`config.mk`:
```
export PLATFORM = sky130hd
export DESIGN_NAME = wb_arbiter_flat
export DESIGN_NICKNAME = d
export VERILOG_FILES = /design/src/rtl/wb_arbiter_if.sv /design/src/rtl/wb_arbiter.sv /design/src/flat_wrapper.sv
export SDC_FILE = /design/constraint.sdc
export NUM_CORES = 1
export LEC_CHECK = 0
export ABC_AREA = 0
export BUFFER_PORTS_ARGS = -buffer_cell sky130_fd_sc_hd__buf_2
export CAP_MARGIN = 20
export CORE_MARGIN = 2
export CORE_UTILIZATION = 48
export CTS_BUF_LIST = sky130_fd_sc_hd__clkbuf_8
export DETAILED_ROUTE_END_ITERATION = 8
export HOLD_SLACK_MARGIN = 0.1
export PLACE_DENSITY = 0.83
export SYNTH_ARGS = -nofsm -noshare
export SYNTH_HDL_FRONTEND = slang
export SYNTH_SLANG_ARGS = --single-unit
```
`constraint.sdc`:
```
create_clock -name clk -period 3.15 [get_ports clk]
set_input_delay 0.315 -clock clk [delete_from_list [all_inputs] [get_ports clk]]
set_output_delay 0.315 -clock clk [all_outputs]
set_load 0.05 [all_outputs]
```
`src/rtl/wb_arbiter_if.sv`:
```
// Writeback bundle: source result handshakes, issue/operand scoreboard queries, register-file write port.
// Latency: none, signal container only.
// Backpressure: src_ready is the only flow control; the register-file write port has none.
// Ports: src_valid/src_rd/src_wd/src_ready (per-source results), issue_valid/issue_rd/issue_hazard,
//        ra1/ra2/busy1/busy2/fwd1/fwd2 (operand checks), we3/wa3/wd3 (register-file write).
// master = execute/decode side, slave = wb_arbiter.
interface wb_arbiter_if #(
    parameter int N_SRC = 3
);
    logic [N_SRC-1:0]    src_valid;
    logic [5*N_SRC-1:0]  src_rd;
    logic [32*N_SRC-1:0] src_wd;
    logic [N_SRC-1:0]    src_ready;
    logic                issue_valid;
    logic [4:0]          issue_rd;
    logic                issue_hazard;
    logic [4:0]          ra1;
    logic [4:0]          ra2;
    logic                busy1;
    logic                busy2;
    logic                we3;
    logic [4:0]          wa3;
    logic [31:0]         wd3;
    logic [31:0]         fwd1;
    logic [31:0]         fwd2;

    modport master (
        output src_valid, src_rd, src_wd, issue_valid, issue_rd, ra1, ra2,
        input  src_ready, issue_hazard, busy1, busy2, we3, wa3, wd3, fwd1, fwd2
    );

    modport slave (
        input  src_valid, src_rd, src_wd, issue_valid, issue_rd, ra1, ra2,
        output src_ready, issue_hazard, busy1, busy2, we3, wa3, wd3, fwd1, fwd2
    );
endinterface

```
`src/rtl/wb_arbiter.sv`:
```
// Round-robin writeback arbiter driving the register-file write port, with a pending-write scoreboard.
// Latency: accepted result appears on we3/wa3/wd3 one cycle later; scoreboard clears at the end of that cycle.
// Backpressure: one source granted per cycle (src_ready one-hot or zero); nothing stalls the write port.
// Ports: clk, rst (synchronous, active-high), bus (wb_arbiter_if.slave).
// Optional macro WB_BYPASS_EN: forwards wd3 on fwd1/fwd2 and masks busy1/busy2 for the register being written.
module wb_arbiter #(
    parameter int N_SRC = 3
) (
    input logic          clk,
    input logic          rst,
    wb_arbiter_if.slave  bus
);
    localparam int PW = $clog2(N_SRC);

    logic [PW-1:0]  rr_ptr;
    logic [PW-1:0]  grant_idx;
    logic [PW-1:0]  cand;
    logic [PW:0]    sum;
    logic           grant_vld;
    logic           xfer;
    logic [N_SRC-1:0] ready;
    logic [4:0]     grant_rd;
    logic [31:0]    grant_wd;

    logic [31:0]    pending;
    logic [31:0]    pending_nxt;
    logic           we3_q;
    logic [4:0]     wa3_q;
    logic [31:0]    wd3_q;

    // First valid source scanning upward from rr_ptr, wrapping at N_SRC.
    always_comb begin
        grant_vld = 1'b0;
        grant_idx = '0;
        sum       = '0;
        cand      = '0;
        for (int k = 0; k < N_SRC; k++) begin
            sum = {1'b0, rr_ptr} + (PW+1)'(k);
            if (sum >= (PW+1)'(N_SRC)) begin
                sum = sum - (PW+1)'(N_SRC);
            end
            cand = sum[PW-1:0];
            if (!grant_vld && bus.src_valid[cand]) begin
                grant_vld = 1'b1;
                grant_idx = cand;
            end
        end
    end

    // Nothing is accepted while reset is held, so an in-flight handshake is dropped.
    assign xfer = grant_vld && !rst;

    always_comb begin
        ready = '0;
        if (xfer) begin
            ready[grant_idx] = 1'b1;
        end
    end

    assign bus.src_ready = ready;
    assign grant_rd      = bus.src_rd[5*grant_idx +: 5];
    assign grant_wd      = bus.src_wd[32*grant_idx +: 32];

    // Clear from the write in flight first, then set from issue, so a same-cycle set wins.
    always_comb begin
        pending_nxt = pending;
        if (we3_q) begin
            pending_nxt[wa3_q] = 1'b0;
        end
        if (bus.issue_valid && (bus.issue_rd != 5'd0)) begin
            pending_nxt[bus.issue_rd] = 1'b1;
        end
        pending_nxt[0] = 1'b0;
    end

    always_ff @(posedge clk) begin
        if (rst) begin
            rr_ptr  <= '0;
            pending <= '0;
            we3_q   <= 1'b0;
            wa3_q   <= '0;
            wd3_q   <= '0;
        end else begin
            pending <= pending_nxt;
            if (xfer) begin
                rr_ptr <= (grant_idx == PW'(N_SRC-1)) ? '0 : grant_idx + 1'b1;
                // x0 results are consumed but never written.
                we3_q  <= (grant_rd != 5'd0);
                wa3_q  <= grant_rd;
                wd3_q  <= grant_wd;
            end else begin
                we3_q  <= 1'b0;
            end
        end
    end

    assign bus.we3          = we3_q;
    assign bus.wa3          = wa3_q;
    assign bus.wd3          = wd3_q;
    assign bus.issue_hazard = pending[bus.issue_rd];

`ifdef WB_BYPASS_EN
    logic hit1;
    logic hit2;

    // The write on the port this cycle satisfies the operand, so decode takes it from fwdN.
    assign hit1      = we3_q && (wa3_q == bus.ra1) && (bus.ra1 != 5'd0);
    assign hit2      = we3_q && (wa3_q == bus.ra2) && (bus.ra2 != 5'd0);
    assign bus.busy1 = pending[bus.ra1] && !hit1;
    assign bus.busy2 = pending[bus.ra2] && !hit2;
    assign bus.fwd1  = hit1 ? wd3_q : 32'd0;
    assign bus.fwd2  = hit2 ? wd3_q : 32'd0;
`else
    // pending[0] is always 0, so x0 operands never read as busy.
    assign bus.busy1 = pending[bus.ra1];
    assign bus.busy2 = pending[bus.ra2];
    assign bus.fwd1  = 32'd0;
    assign bus.fwd2  = 32'd0;
`endif
endmodule
```
`src/flat_wrapper.sv`:
```
// flat-port wrapper written by rule: the top's interface ports become plain ports
module wb_arbiter_flat 
#(
    parameter int N_SRC = 3
)
  (clk, rst, bus_src_valid, bus_src_rd, bus_src_wd, bus_issue_valid, bus_issue_rd, bus_ra1, bus_ra2, bus_src_ready, bus_issue_hazard, bus_busy1, bus_busy2, bus_we3, bus_wa3, bus_wd3, bus_fwd1, bus_fwd2);
  wb_arbiter_if #(.N_SRC(N_SRC)) bus_i ();
  input logic clk;
  input logic rst;
  input wire logic [$bits(bus_i.src_valid)-1:0] bus_src_valid;
  input wire logic [$bits(bus_i.src_rd)-1:0] bus_src_rd;
  input wire logic [$bits(bus_i.src_wd)-1:0] bus_src_wd;
  input wire logic [$bits(bus_i.issue_valid)-1:0] bus_issue_valid;
  input wire logic [$bits(bus_i.issue_rd)-1:0] bus_issue_rd;
  input wire logic [$bits(bus_i.ra1)-1:0] bus_ra1;
  input wire logic [$bits(bus_i.ra2)-1:0] bus_ra2;
  output wire logic [$bits(bus_i.src_ready)-1:0] bus_src_ready;
  output wire logic [$bits(bus_i.issue_hazard)-1:0] bus_issue_hazard;
  output wire logic [$bits(bus_i.busy1)-1:0] bus_busy1;
  output wire logic [$bits(bus_i.busy2)-1:0] bus_busy2;
  output wire logic [$bits(bus_i.we3)-1:0] bus_we3;
  output wire logic [$bits(bus_i.wa3)-1:0] bus_wa3;
  output wire logic [$bits(bus_i.wd3)-1:0] bus_wd3;
  output wire logic [$bits(bus_i.fwd1)-1:0] bus_fwd1;
  output wire logic [$bits(bus_i.fwd2)-1:0] bus_fwd2;
  assign bus_i.src_valid = bus_src_valid;
  assign bus_i.src_rd = bus_src_rd;
  assign bus_i.src_wd = bus_src_wd;
  assign bus_i.issue_valid = bus_issue_valid;
  assign bus_i.issue_rd = bus_issue_rd;
  assign bus_i.ra1 = bus_ra1;
  assign bus_i.ra2 = bus_ra2;
  assign bus_src_ready = bus_i.src_ready;
  assign bus_issue_hazard = bus_i.issue_hazard;
  assign bus_busy1 = bus_i.busy1;
  assign bus_busy2 = bus_i.busy2;
  assign bus_we3 = bus_i.we3;
  assign bus_wa3 = bus_i.wa3;
  assign bus_wd3 = bus_i.wd3;
  assign bus_fwd1 = bus_i.fwd1;
  assign bus_fwd2 = bus_i.fwd2;
  wb_arbiter #(.N_SRC(N_SRC)) u_core (.clk(clk), .rst(rst), .bus(bus_i));
endmodule
```
==> metrics.txt, run 1 <==
Hold Path Depth 3; min cycle time layout 2960 ps; hold crit path type in -> reg; die span in x 105 um; maxcap violations 0; Routed WL 13700 um; final hold slack 225 ps; largest net degree at the start of global routing 42; CP cell instances inv_1, ha_2, and3b_1, a211o_1, mux2i_4, buf_12, and3_1, buf_2; Leak 2.71 nW; DR WL/cell 16.3 um; Critical Path End Type primary output; post-synthesis register bit count 71; Vias/cell 5.46; Vias 4570; # diodes 0; Die ar. 11100 um2; Reg-to-Reg Start u_core.rr_ptr[0]; Slew @ Worst Pin 962 ps; post-route ant nets 0; CTS tree done; grt total ovfl 0; Fmax achieved 338 MHz; hold-critical path endpoint u_core.bus.wd3[16]; Die Span Y 105 um; fin nets 835; FP Rows 36; Setup violations, final 0; Post-synth EDFFs 0; 1st-iter DRT viols 292; Fin Setup TNS 0 ps; max incr delay on CP 440 ps; Main synth FF type dfxtp_1; Register Area 1420 um2; Core Region 9860 um2; Post-Synthesis Cells 544; Final Hold Viols 0; share of layout cells above drive strength 1 0.335; multi-input logic area 3090 um2; fin. max-slew vios 0; Final period util 0.940; Slew headroom 0.357; Clock transition at path regs 90 ps; Placed Area 5600 um2; Clock Path Buffers 2; first-pass GRT wire length 21500 um; Area growth syn-to-layout 18.7%; gp weighted congestion 0.929; Buf/Inv on CP 3; final instance area 5850 um2; Util after Layout 0.593; H-Tree Depth 3; Max VDD drop 0.000706 V; Worst setup SP type flip-flop; number of global-route vias before repair 4414; Mapped Area 4930 um2; RR Endpoint u_core.bus.wa3[3]; CTS buffer count 9; Arrival @ worst endpoint 2650 ps; antenna violations before repair 0; buffers added on ports 175; worst hold start bus_src_wd[80]; pwr/cell area 896 nW/um2; synth unique cells 47; Critical Path RT 2830 ps; Total GRT Usage 0.239; Initial Util 0.500; Crit path max-delay family buffers and inverters; I/O Pins 240; placed wire-length estimate 10500 um; Post-Route Skew 16.1 ps; clock sink total 71; Synth Warn # 0; Slowest-stage cell, CP ha_2; status complete, no violations; root buf cell clkbuf_8; hold_buf cts 0; WS Path Type reg -> out; ys async rst share 0; Clock Latency Late Sink 350 ps; RSZ-0062 raised after global routing no; sequential share of the synthesized area 0.288; Pre-antenna DRT Iters 4; Mapped Avg Cell Area 9.06 um2; Residual DRC 0; # fillers 870; CP max FO 41; r2r setup slk 470 ps; R2R depth 9
-- worst max path at each step --
stage,endpoint,depth (start not counted),startpoint,slack [ps]
CTS,bus_src_ready[2],8,u_core.rr_ptr[0],100
floorplan,bus_src_ready[1],11,u_core.rr_ptr[1],370
global placement,bus_src_ready[2],8,u_core.rr_ptr[0],590
global route,bus_src_ready[1],8,u_core.rr_ptr[0],40
detailed placement,u_core.bus.wa3[4],9,u_core.rr_ptr[0],460
finish,bus_src_ready[2],8,u_core.rr_ptr[0],190
-- per-stage QoR --
stage | total power [mW] | setup slack (ps) | std cells
after global placement | 4.23 | 593 | 821
final | 5.24 | 188 | 837
after detailed placement | 4.34 | 462 | 821
after global routing | 5.50 | 37.2 | 837
after CTS | 5.22 | 95.9 | 837
after floorplan | 3.80 | 372 | 607
-- synthesized netlist by cell type (2+ instances only) --
cell type,n,area share
clkbuf_2,2,0.0020
mux4_2,25,0.11
buf_4,73,0.11
and3b_1,5,0.0089
a22oi_1,4,0.0061
or3b_2,3,0.0053
ha_1,4,0.010
nor2b_1,3,0.0038
mux2i_1,39,0.079
or2_1,2,0.0025
a21oi_1,34,0.035
nand2_1,81,0.062
buf_2,5,0.0051
mux2_2,5,0.011
and3_1,4,0.0051
nor3_1,5,0.0051
o21bai_1,2,0.0030
nand3_1,3,0.0030
inv_1,3,0.0023
nor2_1,7,0.0053
dfxtp_1,71,0.29
nand3b_1,7,0.011
clkbuf_1,17,0.013
o21ai_0,39,0.040
nor3b_1,5,0.0076
mux2_1,37,0.084
o211ai_1,2,0.0030
o221ai_1,2,0.0036
o21ai_1,37,0.038
-- layer usage --
layer | share of wire | track usage | vias to the layer above
met1 | 0.37 | 0.272 | 2165
met5 | 0 | 0 | -
li1 | - | - | 2132
met3 | 0.095 | 0.0705 | 26
met2 | 0.52 | 0.432 | 247
met4 | 0.018 | 0.0714 | 0
-- logic make-up after synthesis --
| logic type | after synthesis | share of synthesized area |
|---|---|---|
| AND/OR/NAND/NOR | 133 | 0.131 |
| AO/OA/AOI/OAI | 127 | 0.140 |
| multiplexers | 107 | 0.294 |
| buffers and inverters | 101 | 0.136 |
| flip-flops | 71 | 0.288 |
| adder cells (fa/ha/maj) | 4 | 0.0102 |
| other | 1 | 0.000760 |
-- power breakdown --
part           internal [mW]  switching, mW  total (mW)
sequential              1.11          0.170        1.28
combinational           1.03           2.05        3.08
clock                  0.530          0.353       0.883
total                   2.67           2.57        5.24
-- flip-flops by register name (all words and copies together), names as in the netlist --
| name | flops |
|---|---|
| u_core.rr_ptr | 2 |
| u_core.bus.wa3 | 5 |
| u_core.pending | 31 |
| u_core.bus.wd3 | 32 |
| u_core.bus.we3 | 1 |
-- cells in the final DEF (no fill, tap or decap), drive strengths merged --
cell type  instances
a211o              1
a21oi             34
a221o              1
a22oi              5
a2bb2oi            1
a31oi              1
and3               4
and3b              5
and4b              1
buf              179
bufinv             3
clkbuf             9
clkinv             1
conb              64
dfxtp             71
ha                 4
inv                6
mux2              42
mux2i             40
mux4              25
nand2             81
nand2b             1
nand3              3
nand3b             7
nand4              1
nor2               9
nor2b              3
nor3               5
nor3b              5
o211ai             2
o21a               1
o21ai             77
o21bai             2
o221ai             2
or2                3
or3                1
or3b               3
or4                1
-- worst min-delay path, delay by kind of cell --
family	cells	cell delay (ps)
muxes	1	50
buffers and inverters	1	70
AOI/OAI and AO/OA	1	100
-- repair_timing --
action	4_1_cts	5_1_grt
gates resized for setup	0	3
endpoints found under the setup margin	0	3
buffers inserted	0	0
-- area by class of cell --
type | instances | area share
multi-input cells | 435 | 0.528
inverters | 3 | 0.00192
well taps | 133 | 0.0284
flip-flops and latches | 71 | 0.243
clock inverters | 7 | 0.0205
clock buffers | 9 | 0.0212
repair buffers | 179 | 0.157
Power figures use the tool's default switching activity.
==> inputs of run 2 (changes only) <==
- CELL_PAD_IN_SITES_DETAIL_PLACEMENT: default -> 1
- CELL_PAD_IN_SITES_GLOBAL_PLACEMENT: default -> 1
- CORE_UTILIZATION: 48 -> 34
- PLACE_DENSITY: 0.83 -> default
- PLACE_DENSITY_LB_ADDON: default -> 0.1
==> metrics.txt, run 2 (synthesis results as in run 1) <==
final hold slack 208 ps (-16.9 ps); Arrival @ worst endpoint 2680 ps (+30 ps); Critical Path End Type primary output; FP Rows 44 (+22%); Seq pwr share 0.246 (+0.002); Register Area 1420 um2 (unchanged); max reg flops 32 (unchanged); Reg-to-Reg Start u_core.rr_ptr[0]; Clock Power Share 0.128 (-0.040); Worst setup endpoint bus_src_ready[1]; Clock Path Buffers 2 (unchanged); CP max FO 8 (-80%); # fillers 1760 (+100%); Leak 2.71 nW (-0.24%); Die ar. 15500 um2 (+39%); min cycle time layout 3000 ps (+35.4 ps); placed wire-length estimate 11900 um (+13%); R2R depth 10 (+1); commonest cells after routing, fill and taps aside buf_2 (175), nand2_1 (81), dfxtp_1 (71); die span in x 124 um (+18%); antenna violations before repair 0 (unchanged); Comb pwr share 0.627 (+0.039); pwr/cell area 877 nW/um2 (-2.1%); I/O Pins 240 (unchanged); max incr delay on CP 440 ps (about the same); Clock transition at path regs 80 ps (about the same); Pre-antenna DRT Iters 4 (unchanged); number of global-route vias before repair 4469 (+1.2%); Max VDD drop 0.000497 V (-30%); r2r setup slk 430 ps (-40 ps); Fmax achieved 334 MHz (-1.2%); Setup violations, final 0 (unchanged); Initial Util 0.343 (-0.157); Critical Path RT 2830 ps (about the same); final instance area 5910 um2 (+0.94%); multi-input logic area 3090 um2 (+0.12%); Final Hold Viols 0 (unchanged); commonest non-fill, non-tap cell in the layout buf_2; maxcap violations 0 (unchanged); Area growth syn-to-layout 19.8%; Slowest-stage cell, CP or4_1; Setup crit start u_core.rr_ptr[1]; largest net degree at the start of global routing 42 (unchanged); Core Region 14400 um2 (+46%); Post-Route Skew 7.45 ps (-8.67 ps); Vias 4445 (-2.7%); Placed Area 5690 um2 (+1.6%); Worst setup SP type flip-flop; Slew @ Worst Pin 786 ps (-176 ps); grt total ovfl 0 (unchanged); hold crit path type in -> reg; first-pass GRT wire length 24200 um (+12%); status complete, no violations; Vias/cell 4.99 (-8.6%); # diodes 0 (unchanged); CTS buffer count 9 (unchanged); WS Path Type reg -> out; Residual DRC 0 (unchanged); CTS tree done; Net Sw Frac 0.512 (+0.0212); RR Endpoint u_core.bus.wd3[20]; Routed WL 15700 um (+15%); fin. max-slew vios 0 (unchanged); buffers added on ports 175 (unchanged); CP cell instances inv_1, ha_2, mux2i_1, o221ai_1, or4_1, o21ai_0, nor3_2, buf_2; Total GRT Usage 0.195 (-0.0443); gp weighted congestion 0.825 (-11%); P_int 2.53 mW (-5.3%); 1st-iter DRT viols 208 (-29%); post-route ant nets 0 (unchanged); Slew headroom 0.474 (+0.117); DR WL/cell 17.6 um (+7.9%); root buf cell clkbuf_8; share of layout cells above drive strength 1 0.341 (+0.00565); Die Span Y 124 um (+18%); Final period util 0.952 (+0.0112); Psw 2.65 mW (+3.1%); clock sink total 71 (unchanged); Clock Latency Late Sink 360 ps (about the same); H-Tree Depth 3 (unchanged); fin nets 839 (+0.48%)
-- run 2: cell count changes in the layout (fill, tap and decap cells not counted), moves of 2 or more --
cell | before | now
clkinvlp_4 | 0 | 2
buf_4 | 3 | 5
clkinv_2 | 0 | 2
bufinv_16 | 3 | 0
-- run 2: repair_timing --
item                                   in CTS  in global routing
setup endpoints to repair                   1                  3
endpoints found under the hold margin       0                  0
resized for setup                           1                  4
cloned                                      0                  1
hold buffers                                0                  0
pin swaps                                   0                  0
buffers inserted                            0                  1
-- run 2: worst min-delay path by stage --
| stage | start | slack (ps) | depth (start not counted) | to |
|---|---|---|---|---|
| after global placement | u_core.bus.wd3[9] | 430 | 2 | u_core.bus.wd3[9] |
| after CTS | bus_src_wd[72] | 190 | 3 | u_core.bus.wd3[8] |
| after global routing | bus_src_wd[95] | 200 | 3 | u_core.bus.wd3[31] |
| final | bus_src_wd[72] | 210 | 3 | u_core.bus.wd3[8] |
| after detailed placement | u_core.bus.wd3[27] | 440 | 2 | u_core.bus.wd3[27] |
| after floorplan | u_core.rr_ptr[0] | 470 | 2 | u_core.rr_ptr[0] |
-- run 2: routing by layer --
metal | part of all wire | GRT usage | vias up | wire (um)
met4 | 0.012 | 0.0482 | 0 | 191
li1 | - | - | 2132 | -
met3 | 0.070 | 0.0606 | 14 | 1100
met2 | 0.49 | 0.324 | 170 | 7660
met1 | 0.43 | 0.247 | 2129 | 6760
met5 | 0 | 0 | - | 0
-- run 2: area by class of cell --
class / count / area share
multi-input combinational: 435 / 0.524
timing repair buffer: 183 / 0.166
clock buffer: 10 / 0.0233
inverter: 3 / 0.00191
sequential: 71 / 0.241
clock inverter: 5 / 0.00572
tap: 184 / 0.0390
-- run 2: critical path, delay by kind of cell (launching register included) --
family                   cells  cell delay [ps]
multiplexers                 1              320
AND/OR/NAND/NOR              2              530
buffers and inverters        2              330
adder cells (fa/ha/maj)      1              320
flip-flops                   1              350
AO/OA/AOI/OAI                2              460
-- run 2: power by group through the flow --
stage	Combinational [mW]	Clock, mW	Sequential, mW
2_1_floorplan	1.94	0	1.86
3_3_place_gp	3.11	0	1.28
3_5_place_dp	3.16	0	1.29
4_1_cts	3.18	0.690	1.27
5_1_grt	3.48	0.735	1.31
6_report	3.25	0.661	1.27
-- run 2: stage by stage --
step	setup TNS, ps	cells	power [mW]	utilization	worst slack [ps]
6_report	0	891	5.18	0.411	152
5_1_grt	-6.68	891	5.52	0.411	-6.68
4_1_cts	0	889	5.14	0.408	0.136
3_5_place_dp	0	874	4.46	0.396	378
3_3_place_gp	0	874	4.39	0.396	541
2_1_floorplan	0	607	3.80	-	372
==> inputs of run 3 (changes only) <==
- PLACE_DENSITY: default -> 0.85
- PLACE_DENSITY_LB_ADDON: 0.1 -> default
==> metrics.txt, run 3 (synthesis results as in run 1) <==
status complete, no violations; Area growth syn-to-layout 19.4%; die span in x 124 um (unchanged); Leak 2.69 nW (-0.43%); fin. max-slew vios 0 (unchanged); Net Sw Frac 0.514 (+0.00291); Core Region 14400 um2 (unchanged); FP Rows 44 (unchanged); placed wire-length estimate 11700 um (-1.4%); number of global-route vias before repair 4573 (+2.3%); Hold Path Depth 3 (unchanged); commonest cells after routing, fill and taps aside buf_2 (174), nand2_1 (81), dfxtp_1 (71); CP max FO 41 (+33); R2R depth 9 (-1); grt total ovfl 0 (unchanged); gp weighted congestion 0.850 (+3.1%); dpl ws 445 ps (+67.9 ps); Residual DRC 0 (unchanged); buffer count from post-CTS setup fixing 0 (unchanged); Util after Layout 0.410 (-0.00131); Slew headroom 0.510 (+0.0361); Die ar. 15500 um2 (unchanged); commonest non-fill, non-tap cell in the layout buf_2; max incr delay on CP 430 ps (about the same); Worst setup SP type flip-flop; share of layout cells above drive strength 1 0.337 (-0.00377); CTS tree done; Fmax achieved 337 MHz (+1.0%); fin nets 837 (-0.24%); maxcap violations 0 (unchanged); Vias 4546 (+2.3%); Slowest-stage cell, CP ha_2; I/O Pins 240 (unchanged); Arrival @ worst endpoint 2650 ps (-30 ps); first-pass GRT wire length 24000 um (-0.74%); Total GRT Usage 0.192 (-0.00340); # placed instances 874 (unchanged); Initial Util 0.343 (unchanged); min cycle time layout 2970 ps (-30.6 ps); hold crit path type in -> reg; Critical Path RT 2830 ps (about the same); Post-CTS Resized 0 (-1); Max VDD drop 0.000448 V (-9.8%); WS Path Type reg -> out; Psw 2.63 mW (-0.79%); fin cells 890 (-0.11%); fin worst setup slack 183 ps (+30.6 ps); P_int 2.48 mW (-1.9%); Final Hold Viols 0 (unchanged); CP cell instances inv_1, ha_2, and3b_1, a211o_1, mux2i_4, buf_12, and3_1, buf_2; Final period util 0.942 (-0.00973); root buf cell clkbuf_8; Post-Route Skew 14.6 ps (+7.19 ps); Clock Path Buffers 2 (unchanged); Routed WL 14900 um (-5.1%); Clock Latency Late Sink 370 ps (about the same); Setup violations, final 0 (unchanged); Slew @ Worst Pin 735 ps (-51.2 ps); DR WL/cell 16.8 um (-5.0%); # diodes 0 (unchanged); clock sink total 71 (unchanged); pwr/cell area 868 nW/um2 (-1.0%); antenna violations before repair 1 (+1); Clock transition at path regs 90 ps (about the same); CTS buffer count 9 (unchanged); Comb pwr share 0.613 (-0.014); max reg flops 32 (unchanged); Clock Power Share 0.138 (+0.010); Die Span Y 124 um (unchanged); Critical Path End Type primary output; post-route ant nets 0 (unchanged); buffers added on ports 175 (unchanged); hold_buf cts 0 (unchanged); Seq pwr share 0.249 (+0.003); largest net degree at the start of global routing 42 (unchanged); 1st-iter DRT viols 256 (+23%); RSZ-0062 raised after global routing yes; Vias/cell 5.11 (+2.4%); H-Tree Depth 3 (unchanged); Pre-antenna DRT Iters 4 (unchanged)
run 3: final timing paths:
check	from	endpoint	slack, ps
max	u_core.rr_ptr[0]	bus_src_ready[0]	180
min	bus_src_wd[92]	u_core.bus.wd3[28]	210
max reg2reg	u_core.rr_ptr[0]	u_core.bus.wa3[3]	530
min reg2reg	u_core.bus.wd3[4]	u_core.bus.wd3[4]	450
run 3: per-stage QoR:
step	hold WS (ps)	total power, mW	instance area, um2	TNS [ps]
floorplan	466	3.80	5170	0
finish	205	5.11	5890	0
CTS	180	5.16	5880	0
global route	196	5.44	5890	-32.1
detailed placement	441	4.44	5690	0
global placement	433	4.36	5690	0
run 3: layout make-up:
cell class	count	area [um2]
fillers	1791	8480
multi-input cells	435	3090
flip-flops and latches	71	1420
repair buffers	181	948
well taps	184	230
clock buffers	10	138
clock inverters	6	51.3
inverters	3	11.3
run 3: power by group through the flow:
stage | Clock [mW] | Combinational (mW) | Sequential, mW
after global routing | 0.776 | 3.36 | 1.31
after CTS | 0.731 | 3.15 | 1.28
after detailed placement | 0 | 3.14 | 1.30
after global placement | 0 | 3.08 | 1.28
final | 0.706 | 3.13 | 1.27
after floorplan | 0 | 1.94 | 1.86
run 3: critical path, delay by kind of cell, from the launching register on:
kind | cells | cell delay [ps]
buf+inv | 3 | 600
mux | 1 | 170
compound gates | 1 | 320
fa+ha+maj | 1 | 430
flops | 1 | 380
simple gates | 2 | 390
run 3: metal layers:
metal  global-route usage  routed length [um]
met3               0.0558                1160
met4               0.0661                 430
met5                    0                  13
met2                0.324                7350
met1                0.233                5950
